File: config.mk
export PLATFORM = sky130hd
export DESIGN_NAME = fetch
export DESIGN_NICKNAME = d
export VERILOG_FILES = /design/src/rtl/fetch_pkg.sv /design/src/rtl/fetch.sv
export SDC_FILE = /design/constraint.sdc
export NUM_CORES = 1
export LEC_CHECK = 0
export ABC_AREA = 0
export ABC_CLOCK_PERIOD_IN_PS = 3000
export CELL_PAD_IN_SITES_DETAIL_PLACEMENT = 1
export CELL_PAD_IN_SITES_GLOBAL_PLACEMENT = 1
export CORE_MARGIN = 1
export CORE_UTILIZATION = 31
export CTS_CLUSTER_SIZE = 16
export DETAILED_ROUTE_END_ITERATION = 6
export PLACE_DENSITY_LB_ADDON = 0.3
export SYNTH_ARGS = -nofsm -noshare
export SYNTH_HDL_FRONTEND = slang
export SYNTH_SLANG_ARGS = --single-unit
File: constraint.sdc
create_clock -name clk -period 3 [get_ports clk]
set_input_delay 0.45 -clock clk [delete_from_list [all_inputs] [get_ports clk]]
set_output_delay 0.45 -clock clk [all_outputs]
set_load 0.05 [all_outputs]
File: src/rtl/fetch_pkg.sv
// Shared fetch-stage definitions: instruction encodings, reset/interrupt vectors,
// fetch FSM state type and the PC increment helper.
`ifndef INST_NOP
`define INST_NOP 32'h0000_0013
`endif
`ifndef INST_BNE_EXCEPT
`define INST_BNE_EXCEPT 32'h0000_1063
`endif

package fetch_pkg;

    localparam logic [31:0] RESET_VEC       = 32'h8000_0000;
    localparam logic [31:0] IRQ_VEC         = 32'h8000_0008;
    localparam logic [31:0] NOP_INSN        = `INST_NOP;
    localparam logic [31:0] BNE_EXCEPT_INSN = `INST_BNE_EXCEPT;

    typedef enum logic [1:0] {
        ST_FETCH = 2'd0,
        ST_HELD  = 2'd1,
        ST_DRAIN = 2'd2
    } fetch_state_e;

    // Bit 31 is the supervisor bit; the address part wraps within 2^31.
    function automatic logic [31:0] pc_next(input logic [31:0] a);
        return {a[31], a[30:0] + 31'd4};
    endfunction

endpackage

File: src/rtl/fetch.sv
// Instruction fetch stage: one outstanding imem request, one-entry hold register,
// redirect with drain of stale responses. Interrupt entry is built only with FETCH_IRQ_EN.
module fetch
    import fetch_pkg::*;
(
    input  logic        clk,
    input  logic        rst,
    input  logic        stall,
    input  logic        op_jmp,
    input  logic        op_beq,
    input  logic        op_bne,
    input  logic        zr,
    input  logic [31:0] j_addr,
    input  logic [31:0] br_addr,
`ifdef FETCH_IRQ_EN
    input  logic        irq,
`endif
    output logic        imem_req,
    output logic [31:0] imem_addr,
    input  logic        imem_ack,
    input  logic [31:0] imem_rdata,
    output logic [31:0] pc,
    output logic [31:0] ir
);

    fetch_state_e state_q, state_d;
    logic [31:0]  pc_f_q, pc_f_d;
    logic [31:0]  pc_q, pc_d;
    logic [31:0]  ir_q, ir_d;
    logic [31:0]  hold_q, hold_d;
    logic         first_q, first_d;

    logic         taken;
    logic         irq_take;
    logic         ack_v;
    logic         outstanding;
    logic [31:0]  br_tgt;
    logic [31:0]  j_tgt;
    logic [31:0]  tgt;
    logic [31:0]  pc_f_inc;
    logic         unused_addr_bits;

    assign unused_addr_bits = ^{j_addr[1:0], br_addr[31], br_addr[1:0]};

    assign taken  = op_jmp | (op_beq & zr) | (op_bne & ~zr);
    // A branch keeps the supervisor bit; a jump can only clear it.
    assign br_tgt = {pc_f_q[31], br_addr[30:2], 2'b00};
    assign j_tgt  = {pc_f_q[31] & j_addr[31], j_addr[30:2], 2'b00};
    assign tgt    = op_jmp ? j_tgt : br_tgt;

`ifdef FETCH_IRQ_EN
    assign irq_take = irq & ~pc_f_q[31] & ~stall & ~taken;
`else
    assign irq_take = 1'b0;
`endif

    // An ack in the first cycle after reset belongs to an abandoned access.
    assign ack_v       = imem_ack & ~first_q;
    assign outstanding = (state_q != ST_HELD) & ~ack_v;
    assign pc_f_inc    = pc_next(pc_f_q);

    assign imem_req  = (state_q == ST_FETCH);
    assign imem_addr = pc_f_q;
    assign pc        = pc_q;
    assign ir        = ir_q;

    always_comb begin
        state_d = state_q;
        pc_f_d  = pc_f_q;
        pc_d    = pc_q;
        ir_d    = ir_q;
        hold_d  = hold_q;
        first_d = 1'b0;
        if (stall) begin
            if (ack_v && state_q == ST_FETCH) begin
                hold_d  = imem_rdata;
                state_d = ST_HELD;
            end else if (ack_v && state_q == ST_DRAIN) begin
                state_d = ST_FETCH;
            end
        end else if (taken || irq_take) begin
            pc_f_d  = taken ? tgt : IRQ_VEC;
            ir_d    = taken ? NOP_INSN : BNE_EXCEPT_INSN;
            if (irq_take) begin
                pc_d = pc_f_inc;
            end
            state_d = outstanding ? ST_DRAIN : ST_FETCH;
        end else begin
            ir_d = NOP_INSN;
            case (state_q)
                ST_FETCH: begin
                    if (ack_v) begin
                        ir_d   = imem_rdata;
                        pc_d   = pc_f_inc;
                        pc_f_d = pc_f_inc;
                    end
                end
                ST_HELD: begin
                    ir_d    = hold_q;
                    pc_d    = pc_f_inc;
                    pc_f_d  = pc_f_inc;
                    state_d = ST_FETCH;
                end
                ST_DRAIN: begin
                    if (ack_v) begin
                        state_d = ST_FETCH;
                    end
                end
                default: state_d = ST_FETCH;
            endcase
        end
    end

    always_ff @(posedge clk or posedge rst) begin
        if (rst) begin
            state_q <= ST_FETCH;
            pc_f_q  <= RESET_VEC;
            pc_q    <= RESET_VEC;
            ir_q    <= NOP_INSN;
            first_q <= 1'b1;
        end else begin
            state_q <= state_d;
            pc_f_q  <= pc_f_d;
            pc_q    <= pc_d;
            ir_q    <= ir_d;
            first_q <= first_d;
        end
    end

    // Hold data is qualified by the HELD state, so it needs no reset.
    always_ff @(posedge clk) begin
        hold_q <= hold_d;
    end

endmodule

==> results of run 1 <==
sequential cells by signal, summed over array words and instances (netlist names):
name       flops
state_q        2
first_q        1
pc            30
hold_q        32
ir            32
imem_addr     30
power groups by stage:
stage	clock network, W	logic, W	registers (W)
after floorplan	0	0.000486	0.00294
after global placement	0	0.00194	0.00224
after detailed placement	0	0.00198	0.00226
after CTS	0.00220	0.00198	0.00223
after global routing	0.00227	0.00208	0.00227
final	0.00215	0.00197	0.00223
kinds of logic after synthesis:
| logic type | after synthesis |
|---|---|
| buffers and inverters | 60 |
| multiplexers | 16 |
| other | 1 |
| AO/OA/AOI/OAI | 200 |
| adder cells (fa/ha/maj) | 1 |
| flip-flops | 127 |
| AND/OR/NAND/NOR | 204 |
| XOR/XNOR | 27 |
per-layer routing:
layer / global-route usage (%) / up-vias / wire length (um)
met5: 0 / - / 25
met4: 9.57 / 4 / 658
met1: 25.2 / 2792 / 8580
met2: 36.2 / 206 / 10400
met3: 7.26 / 41 / 1780
li1: - / 2674 / -
cells in the final DEF (no fill, tap or decap), types with 6 or more instances in the layout:
cell type	instances
a21oi_1	39
a22oi_1	30
and3_1	7
buf_4	21
clkbuf_16	17
clkdlybuf4s50_1	189
dfrtp_1	89
dfstp_2	6
edfxtp_1	32
inv_1	10
mux2i_1	11
nand2_1	93
nand3_1	9
nor2_1	36
nor2b_1	9
nor3_1	13
nor4_1	7
o21ai_0	76
o22ai_1	11
o2bb2ai_1	6
or3_1	8
xnor2_1	22
cell type report:
type	count	area, um2	share of cell area (%)
clock buffer	18	429	4.74
multi-input combinational	453	2630	29.1
inverter	11	43.8	0.484
tap	265	332	3.66
sequential	127	3350	37.0
clock inverter	14	183	2.02
antenna	2	5.00	0.0553
timing repair buffer	213	2080	23.0
per-stage QoR:
step | cells | cell area [um2] | hold slack, ns
final | 1103 | 9050 | 0.406
after global routing | 1102 | 9050 | 0.431
after CTS | 1101 | 9040 | 0.407
after detailed placement | 1069 | 8430 | 0.452
after global placement | 1069 | 8430 | 0.452
after floorplan | 640 | 6210 | 0.442
critical path: stages:
cell,delay (ns)
clkdlybuf4s50_1,0.47
nor2b_1,0.18
o21ai_1,0.10
a21oi_1,0.99
o21ai_0,0.24
a22o_1,0.29
how the worst max path moves through the flow:
stage,cells past startpoint,slack [ns],startpoint,to
after floorplan,1,0.08,rst,imem_addr[10]$_DFFE_PP0P_
after global placement,6,0.23,imem_ack,imem_addr[10]$_DFFE_PP0P_
after detailed placement,6,0.13,imem_ack,imem_addr[10]$_DFFE_PP0P_
after CTS,2,0.54,state_q[0]$_DFFE_PP0P_,imem_req
after global routing,5,0.40,imem_addr[4]$_DFFE_PP0P_,imem_addr[23]$_DFFE_PP0P_
final,6,0.58,imem_ack,imem_addr[10]$_DFFE_PP0P_
==> reports/qor.yml, run 1 <==
outcome:
  status: "completed"
sta:
  tightest_slew_ns: 1.26
  drv_slew: 0
  hold_viol: 0
  grt_setup_unrepaired: "false"
  finalSetupTns_ns: 0
  finalSetupViolCount: 0
  final.period_utilization_pct: 80.8
  fin_worst_skew_ns: 0.0160
  post-route-min-period_ns: 2.42
  max_slew_margin_pct: 16.2
  clock.fmax_ghz: 0.413
  finalWorstSetupSlack_ns: 0.576
global_route:
  grt_antenna_before_repair: 3
  grtUsageTotal_pct: 21.7
  grt_pass1_wl_um: 33700
  grt_max_degree: 43
  grt_overflow_total: 0
  grt_pass1_vias: 6202
floorplan:
  core_um2: 19500
  die_w_um: 143
  ios: 201
  row_count: 51
  die_h_um: 143
  initial_utilization_pct: 31.8
  die_area_um2: 20600
worst_setup_path:
  r2r_start: "imem_addr[4]$_DFFE_PP0P_"
  cp_data_arrival_time_ns: 2.73
  r2r_end: "imem_addr[23]$_DFFE_PP0P_"
  crit_path_end_kind: "flip-flop"
  rr_worst_depth: 5
  crit_type: "in -> reg"
  start_kind: "input port"
  crit_path_max_fanout: 14
  worstPathRequired_ns: 3.30
  ff2ff_setup_slack_ns: 0.58
logic_synthesis:
  synth_xor_area_share_pct: 3.81
  synthTopCellsByCount: "nand2_1, dfrtp_1, o21ai_0"
  syn_area_um2: 6200
  ys_seq_elements: 127
  synth_compound_area_share_pct: 19.9
  ys.flop_type: "dfrtp_1"
  synth_fa_ha_area_share_pct: 0.202
  yosysUniqueCellTypes: 58
  ys_seq_area_share_pct: 54.0
  synth_area_leader_cell: "dfrtp_1"
  async_reset_ff_share_pct: 74.8
  synthSimpleGateAreaFrac_pct: 15.3
  ys_warn_count: 0
  synth_enable_flop_cells: 32
  synth_top_family_by_area: "compound AO/OA/AOI/OAI gates"
  ys_top_cells_by_area: "dfrtp_1, edfxtp_1, o21ai_0"
  synth.most_common_cell: "nand2_1"
  postSynthAreaPerCell_um2: 9.75
  synth_top_area_share_pct: 35.9
  muxShareOfSynthArea_pct: 2.68
  syn_inst: 636
placement:
  dp_hpwl_um: 15500
  port_buffers: 191
  gp_congestion: 0.852
  dp_slack_ns: 0.133
drt:
  drt_first_iter_violations: 280
  wl_um: 21500
  dr_total_vias: 5717
  drc: 0
  vias_per_cell: 5.18
  route.detailed.wl_per_inst_um: 19.4
  firstDrtPassIters: 4
  postRouteAntennaNets: 0
job:
  drv_cap: 0
pwr:
  cellPowerDensity_nw_per_um2: 702
  ir_worst_vdd_v: 0.000360
  power_frac_clock_pct: 33.9
  p_int_w: 0.00402
  swShare_pct: 36.7
  p_leak_nw: 3.44
  seq_power_share_pct: 35.1
  switchingPower_w: 0.00233
  total_power_w: 0.00635
  p_comb_share_pct: 31.0
clock_network:
  cts.path.max_buffers: 2
  hold_buffers: 0
  path_clk_slew_ns: 0.06
  insertion_delay_ns: 0.43
  htreeDepth: 4
  cts_setup_buffers: 0
  numClockSinks: 127
  cts_tree: "done"
  ctsResizeCount: 0
  clockRootBuffer: "clkbuf_16"
  numCtsBuffers: 17
cells_and_area:
  nFillCells: 2196
  drive_gt1_share_pct: 9.21
  fin_util_pct: 46.3
  areaGrowthSynthToFinish_pct: 46.0
  fin_nets: 928
worst_hold_path:
  hp-class: "in -> async"
Power figures use the tool's default switching activity.
==> inputs of run 2 (changes only) <==
Settings changed: ABC_CLOCK_PERIOD_IN_PS 3000 to 2100.
Clock period 3 ns to 2.1 ns, I/O delays scaled along.
==> run 2 against run 1 <==
Compared with the run above:
- register-to-register slack worse by 0.51 ns
- global-route usage up 0.79 points
- highest routed layer is now met4
- final cell count up 3.1%
- sequential share of layout area down 1.1 points
- total power up 42%
- combinational power up 52%
- routed wire length up 4.6%
- sequential cell count unchanged
==> reports/qor.yml, run 2 (same netlist as run 1, synthesis figures left out) <==
cells_and_area:
  drive_gt1_share_pct: 17.2  # +8.0 points
  final_common_cell: "clkdlybuf4s50_1"
  areaGrowthSynthToFinish_pct: 51.5
  fin_nets: 964  # +3.9%
  fin_util_pct: 48.1  # +1.7 points
  fin_area_um2: 9390  # +3.8%
  mostFrequentLayoutCells: "clkdlybuf4s50_1, nand2_1, o21ai_0"
  antennaDiodeCount: 0  # -2
floorplan:
  ios: 201  # unchanged
  die_w_um: 143  # unchanged
  initial_utilization_pct: 31.8  # unchanged
  die_area_um2: 20600  # unchanged
  row_count: 51  # unchanged
  die_h_um: 143  # unchanged
  core_um2: 19500  # unchanged
clock_network:
  htreeDepth: 4  # unchanged
  insertion_delay_ns: 0.44  # about the same
  cts_tree: "done"
  cts.path.max_buffers: 2  # unchanged
  numCtsBuffers: 17  # unchanged
  clockRootBuffer: "clkbuf_16"
  numClockSinks: 127  # unchanged
  path_clk_slew_ns: 0.07  # about the same
drt:
  vias_per_cell: 5.22  # +0.76%
  drc: 0  # unchanged
  postRouteAntennaNets: 0  # unchanged
  dr_total_vias: 5938  # +3.9%
  drt_first_iter_violations: 271  # -3.2%
  firstDrtPassIters: 4  # unchanged
  wl_um: 22400  # +4.6%
  route.detailed.wl_per_inst_um: 19.7  # +1.5%
sta:
  hold_viol: 0  # unchanged
  post-route-min-period_ns: 2.07
  final.period_utilization_pct: 98.6
  drv_slew: 0  # unchanged
  grt_setup_unrepaired: "true"
  finalSetupViolCount: 0  # unchanged
  max_slew_margin_pct: 63.2  # +47 points
  clock.fmax_ghz: 0.483
  fin_hold_ws_ns: 0.326  # -0.0795 ns
  tightest_slew_ns: 0.551  # -0.707 ns
  fin_worst_skew_ns: 0.0101  # -0.00585 ns
worst_setup_path:
  crit_path_end_kind: "output pin"
  start_kind: "flip-flop"
  critPathTopFamily: "buffers and inverters"
  rr_worst_depth: 5  # unchanged
  ff2ff_setup_slack_ns: 0.07  # -0.51 ns
  worstPathRequired_ns: 1.78  # -1.52 ns
  crit_path_max_fanout: 4  # -10
  cp_cell_sequence: "buf_4 > clkdlybuf4s50_1"
  cp_slowest_cell: "clkdlybuf4s50_1"
  r2r_end: "imem_addr[24]$_DFFE_PP0P_"
  slowest_delay_ns: 0.81  # -0.18 ns
  cp_data_arrival_time_ns: 1.75  # -0.98 ns
  worst-path-buf-inv: 2  # +1
  crit_type: "reg -> out"
  r2r_start: "imem_addr[18]$_DFFE_PP0P_"
outcome:
  status: "completed"
global_route:
  grt_pass1_wl_um: 34600  # +2.8%
  grt_max_degree: 96  # +120%
  grt_pass1_vias: 6335  # +2.1%
  grt_antenna_before_repair: 1  # -2
  grtUsageTotal_pct: 22.4  # +0.79 points
  grt_overflow_total: 0  # unchanged
pwr:
  switchingPower_w: 0.00350  # +50%
  cellPowerDensity_nw_per_um2: 960  # +37%
  p_comb_share_pct: 33.3  # +2.3 points
  ir_worst_vdd_v: 0.000563  # +56%
  p_leak_nw: 3.68  # +7.0%
  swShare_pct: 38.8  # +2.1 points
  p_int_w: 0.00552  # +37%
  power_frac_clock_pct: 31.9  # -2.0 points
  total_power_w: 0.00901  # +42%
  seq_power_share_pct: 34.8  # -0.3 points
worst_hold_path:
  hold_start: "stall"
  holdPathEnd: "imem_addr[31]$_DFFE_PP1P_"
  hp-class: "in -> reg"
  hold_path_depth: 2
placement:
  port_buffers: 191  # unchanged
  dp_hpwl_um: 16200  # +4.6%
  placed_area_um2: 8760  # +3.9%
  gp_congestion: 0.844  # -0.94%
job:
  drv_cap: 0  # unchanged
-- run 2: cell count changes in the layout (fill, tap and decap cells not counted), moves of 7 or more --
| cell | previous run | this run |
|---|---|---|
| buf_4 | 21 | 59 |
| clkdlybuf4s50_1 | 189 | 169 |
| dfrtp_1 | 89 | 70 |
| dfrtp_2 | 0 | 19 |
| dlygate4sd2_1 | 0 | 8 |
| dlymetal6s2s_1 | 0 | 7 |
-- run 2: repair_timing --
action	CTS	global route
buffers inserted	0	2
hold buffers	0	0
pin swaps	0	1
gates resized for setup	9	12
endpoints found under the setup margin	9	11
cloned	0	0
-- run 2: layer usage --
metal | wire length [um] | vias up | share of wire, % | track usage [%]
li1 | - | 2739 | - | -
met3 | 1280 | 30 | 5.7 | 5.33
met1 | 9220 | 2980 | 41 | 26.3
met2 | 11500 | 189 | 51 | 40.0
met4 | 449 | 0 | 2.0 | 7.78
met5 | 0 | - | 0 | 0
-- run 2: power by group through the flow --
| stage | clock network, W | logic, W | registers (W) |
|---|---|---|---|
| 2_1_floorplan | 0 | 0.000705 | 0.00421 |
| 5_1_grt | 0.00302 | 0.00317 | 0.00318 |
| 6_report | 0.00287 | 0.00300 | 0.00314 |
| 3_5_place_dp | 0 | 0.00300 | 0.00319 |
| 3_3_place_gp | 0 | 0.00293 | 0.00317 |
| 4_1_cts | 0.00291 | 0.00301 | 0.00314 |
-- run 2: how the worst max path moves through the flow --
stage,startpoint,end,slack [ns],cells past startpoint
2_1_floorplan,imem_addr[19]$_DFFE_PP0P_,imem_addr[24]$_DFFE_PP0P_,-0.13,6
3_3_place_gp,zr,pc[31]$_DFFE_PP1P_,-0.19,8
3_5_place_dp,zr,ir[28]$_DFFE_PP0N_,-0.28,7
4_1_cts,imem_addr[6]$_DFFE_PP0P_,imem_addr[6],0.007,2
5_1_grt,imem_addr[6]$_DFFE_PP0P_,imem_addr[27]$_DFFE_PP0P_,-0.02,8
6_report,imem_addr[17]$_DFFE_PP0P_,imem_addr[17],0.03,2
-- run 2: layout make-up --
cell class	instances	area, um2
fill	2189	10100
clock inverter	15	145
timing repair buffer	249	2380
tap	265	332
sequential	127	3370
multi-input combinational	453	2690
clock buffer	17	425
inverter	11	45.0
-- run 2: stage by stage --
| stage | TNS (ns) | setup slack, ns | cells |
|---|---|---|---|
| 3_3_place_gp | -10.78 | -0.190 | 1103 |
| 4_1_cts | 0 | 0.00661 | 1135 |
| 2_1_floorplan | -0.125 | -0.125 | 640 |
| 3_5_place_dp | -14.53 | -0.282 | 1103 |
| 5_1_grt | -0.0184 | -0.0184 | 1137 |
| 6_report | 0 | 0.0302 | 1137 |
==> inputs of run 3 (changes only) <==
Settings changed: GPL_TIMING_DRIVEN set to 0.
==> run 3 against run 2 <==
Compared with the run above:
- setup slack worse by 0.029 ns
- clock skew is 0.00077 ns higher
- maximum frequency decreased by 1.4%
- clock power increased by 3%
- critical path depth unchanged
- final cell count increased by 1.7%
- count of clock-buffer cells in the layout up 1
- total power rose by 2.2%
- via count rose by 2.8%
- sequential share of layout area decreased by 0.74 points
- critical path type unchanged
- critical endpoint is now imem_addr[14]
- largest cell class unchanged
- largest power group unchanged
==> reports/qor.yml, run 3 (same netlist as run 1, synthesis figures left out) <==
outcome:
  status: "completed"
worst_setup_path:
  cp_data_arrival_time_ns: 1.78  # +0.03 ns
  worstPathRequired_ns: 1.78  # about the same
  startpoint: "imem_addr[14]$_DFFE_PP0P_"
  crit_path_end_kind: "output pin"
  start_kind: "flip-flop"
  r2r_start: "imem_addr[9]$_DFFE_PP0P_"
  crit_type: "reg -> out"
  crit_path_max_fanout: 5  # +1
sta:
  finalWorstSetupSlack_ns: 0.00165  # -0.0286 ns
  clock.fmax_ghz: 0.477  # -1.4%
  post-route-min-period_ns: 2.10  # +0.0286 ns
  tightest_slew_ns: 0.787  # +0.236 ns
  grt_setup_unrepaired: "true"
  fin_worst_skew_ns: 0.0109  # +0.000767 ns
  drv_slew: 0  # unchanged
  hold_viol: 0  # unchanged
  fin_hold_ws_ns: 0.331  # +0.00479 ns
  final.period_utilization_pct: 99.9  # +1.4 points
  max_slew_margin_pct: 47.5  # -16 points
  finalSetupViolCount: 0  # unchanged
global_route:
  grt_pass1_vias: 6286  # -0.77%
  grt_max_degree: 28  # -71%
  grt_antenna_before_repair: 0  # -1
  grt_overflow_total: 0  # unchanged
  grt_pass1_wl_um: 36400  # +5.1%
  grtUsageTotal_pct: 23.9  # +1.5 points
placement:
  placed_area_um2: 8580  # -2.1%
  port_buffers: 190  # -0.52%
  dp_slack_ns: -1.32  # -1.04 ns
  gp_congestion: 0.833  # -1.3%
  dp_hpwl_um: 16800  # +3.6%
job:
  drv_cap: 0  # unchanged
floorplan:
  row_count: 51  # unchanged
  die_h_um: 143  # unchanged
  die_area_um2: 20600  # unchanged
  initial_utilization_pct: 31.8  # unchanged
  die_w_um: 143  # unchanged
  core_um2: 19500  # unchanged
  ios: 201  # unchanged
worst_hold_path:
  hp-class: "in -> async"
pwr:
  p_leak_nw: 3.73  # +1.3%
  ir_worst_vdd_v: 0.000598  # +6.2%
  cellPowerDensity_nw_per_um2: 961  # about the same
cells_and_area:
  multiInputGateArea_um2: 2820  # +4.9%
  fin_area_um2: 9590  # +2.1%
  areaGrowthSynthToFinish_pct: 54.7
  mostFrequentLayoutCells: "clkdlybuf4s50_1, nand2_1, o21ai_0"
  drive_gt1_share_pct: 17.8  # +0.64 points
  antennaDiodeCount: 0  # unchanged
  nFillCells: 2212  # +1.1%
  register_area_um2: 3370  # unchanged
  fin_nets: 983  # +2.0%
  fin_util_pct: 49.1  # +1.0 points
  final_common_cell: "clkdlybuf4s50_1"
clock_network:
  hold_buffers: 0  # unchanged
  insertion_delay_ns: 0.43  # about the same
  numClockSinks: 127  # unchanged
  cts_tree: "done"
  htreeDepth: 4  # unchanged
  clockRootBuffer: "clkbuf_16"
  numCtsBuffers: 17  # unchanged
  cts.path.max_buffers: 2  # unchanged
  path_clk_slew_ns: 0.07  # about the same
drt:
  m1WireLength_um: 9690  # +5.1%
  wl_um: 24000  # +7.0%
  met3_length_um: 1900  # +48%
  top_layer: "met4"
  route.met2.wl_um: 11700  # +2.1%
  drt_first_iter_violations: 357  # +32%
  postRouteAntennaNets: 0  # unchanged
  route.detailed.wl_per_inst_um: 20.8  # +5.2%
  vias_per_cell: 5.28  # +1.1%
  dr_total_vias: 6103  # +2.8%
  drc: 0  # unchanged
  firstDrtPassIters: 5  # +1
## run 3: cell types whose count changed in the layout (fill, tap and decap cells not counted), sizes merged
cell,previous run,this run
and3,7,8
buf,65,46
bufinv,0,1
clkbuf,17,50
clkdlybuf4s15,0,1
clkdlybuf4s50,169,177
clkinvlp,4,2
dlygate4sd2,8,7
dlymetal6s2s,7,4
## run 3: per-stage QoR
stage	setup TNS [ns]	cells	total power [W]
6_report	0	1156	0.00921
3_3_place_gp	-157.73	1095	0.00603
2_1_floorplan	-0.125	640	0.00492
5_1_grt	-0.103	1156	0.00957
4_1_cts	0	1147	0.00918
3_5_place_dp	-115.01	1098	0.00611
## run 3: final timing paths
check | endpoint | slack [ns] | cells past startpoint
max in group asynchronous | imem_addr[12]$_DFFE_PP0P_ | 0.97 | 4
hold / removal | ir[8]$_DFFE_PP0N_ | 0.33 | 2
hold reg to reg | pc[31]$_DFFE_PP1P_ | 0.46 | 2
setup reg to reg | imem_addr[24]$_DFFE_PP0P_ | 0.06 | 5
setup / recovery | imem_addr[14] | 0.002 | 2
min in group clk | pc[31]$_DFFE_PP1P_ | 0.46 | 2
## run 3: power by group
| group | leakage, nW | internal [W] | switching [W] |
|---|---|---|---|
| combinational | 1.97 | 0.00112 | 0.00196 |
| sequential | 1.47 | 0.00287 | 0.000299 |
| clock | 0.287 | 0.00170 | 0.00126 |
## run 3: final cells by class
type                       instances  share of cell area, %
buffer                            45                   2.61
clock buffer                      18                   4.58
clock inverter                    14                   1.50
inverter                          11                  0.470
multi-input combinational        454                   29.5
sequential                       127                   35.1
tap                              265                   3.46
timing repair buffer             222                   22.8
## run 3: critical path, stage by stage, from the launching register on
cell,delay (ns)
dfrtp_2,0.44
buf_4,0.13
clkdlybuf4s50_1,0.79
## run 3: metal layers
| metal | GRT usage, % | vias up |
|---|---|---|
| met1 | 29.3 | 3019 |
| met5 | 0 | - |
| met3 | 6.06 | 47 |
| met2 | 40.3 | 249 |
| met4 | 9.35 | 0 |
| li1 | - | 2788 |
## run 3: repair_timing
| action | CTS | global route |
|---|---|---|
| gates cloned | 1 | 0 |
| pin swaps | 3 | 2 |
| buffers inserted | 18 | 11 |
| gates resized for setup | 55 | 28 |
| endpoints found under the setup margin | 133 | 49 |
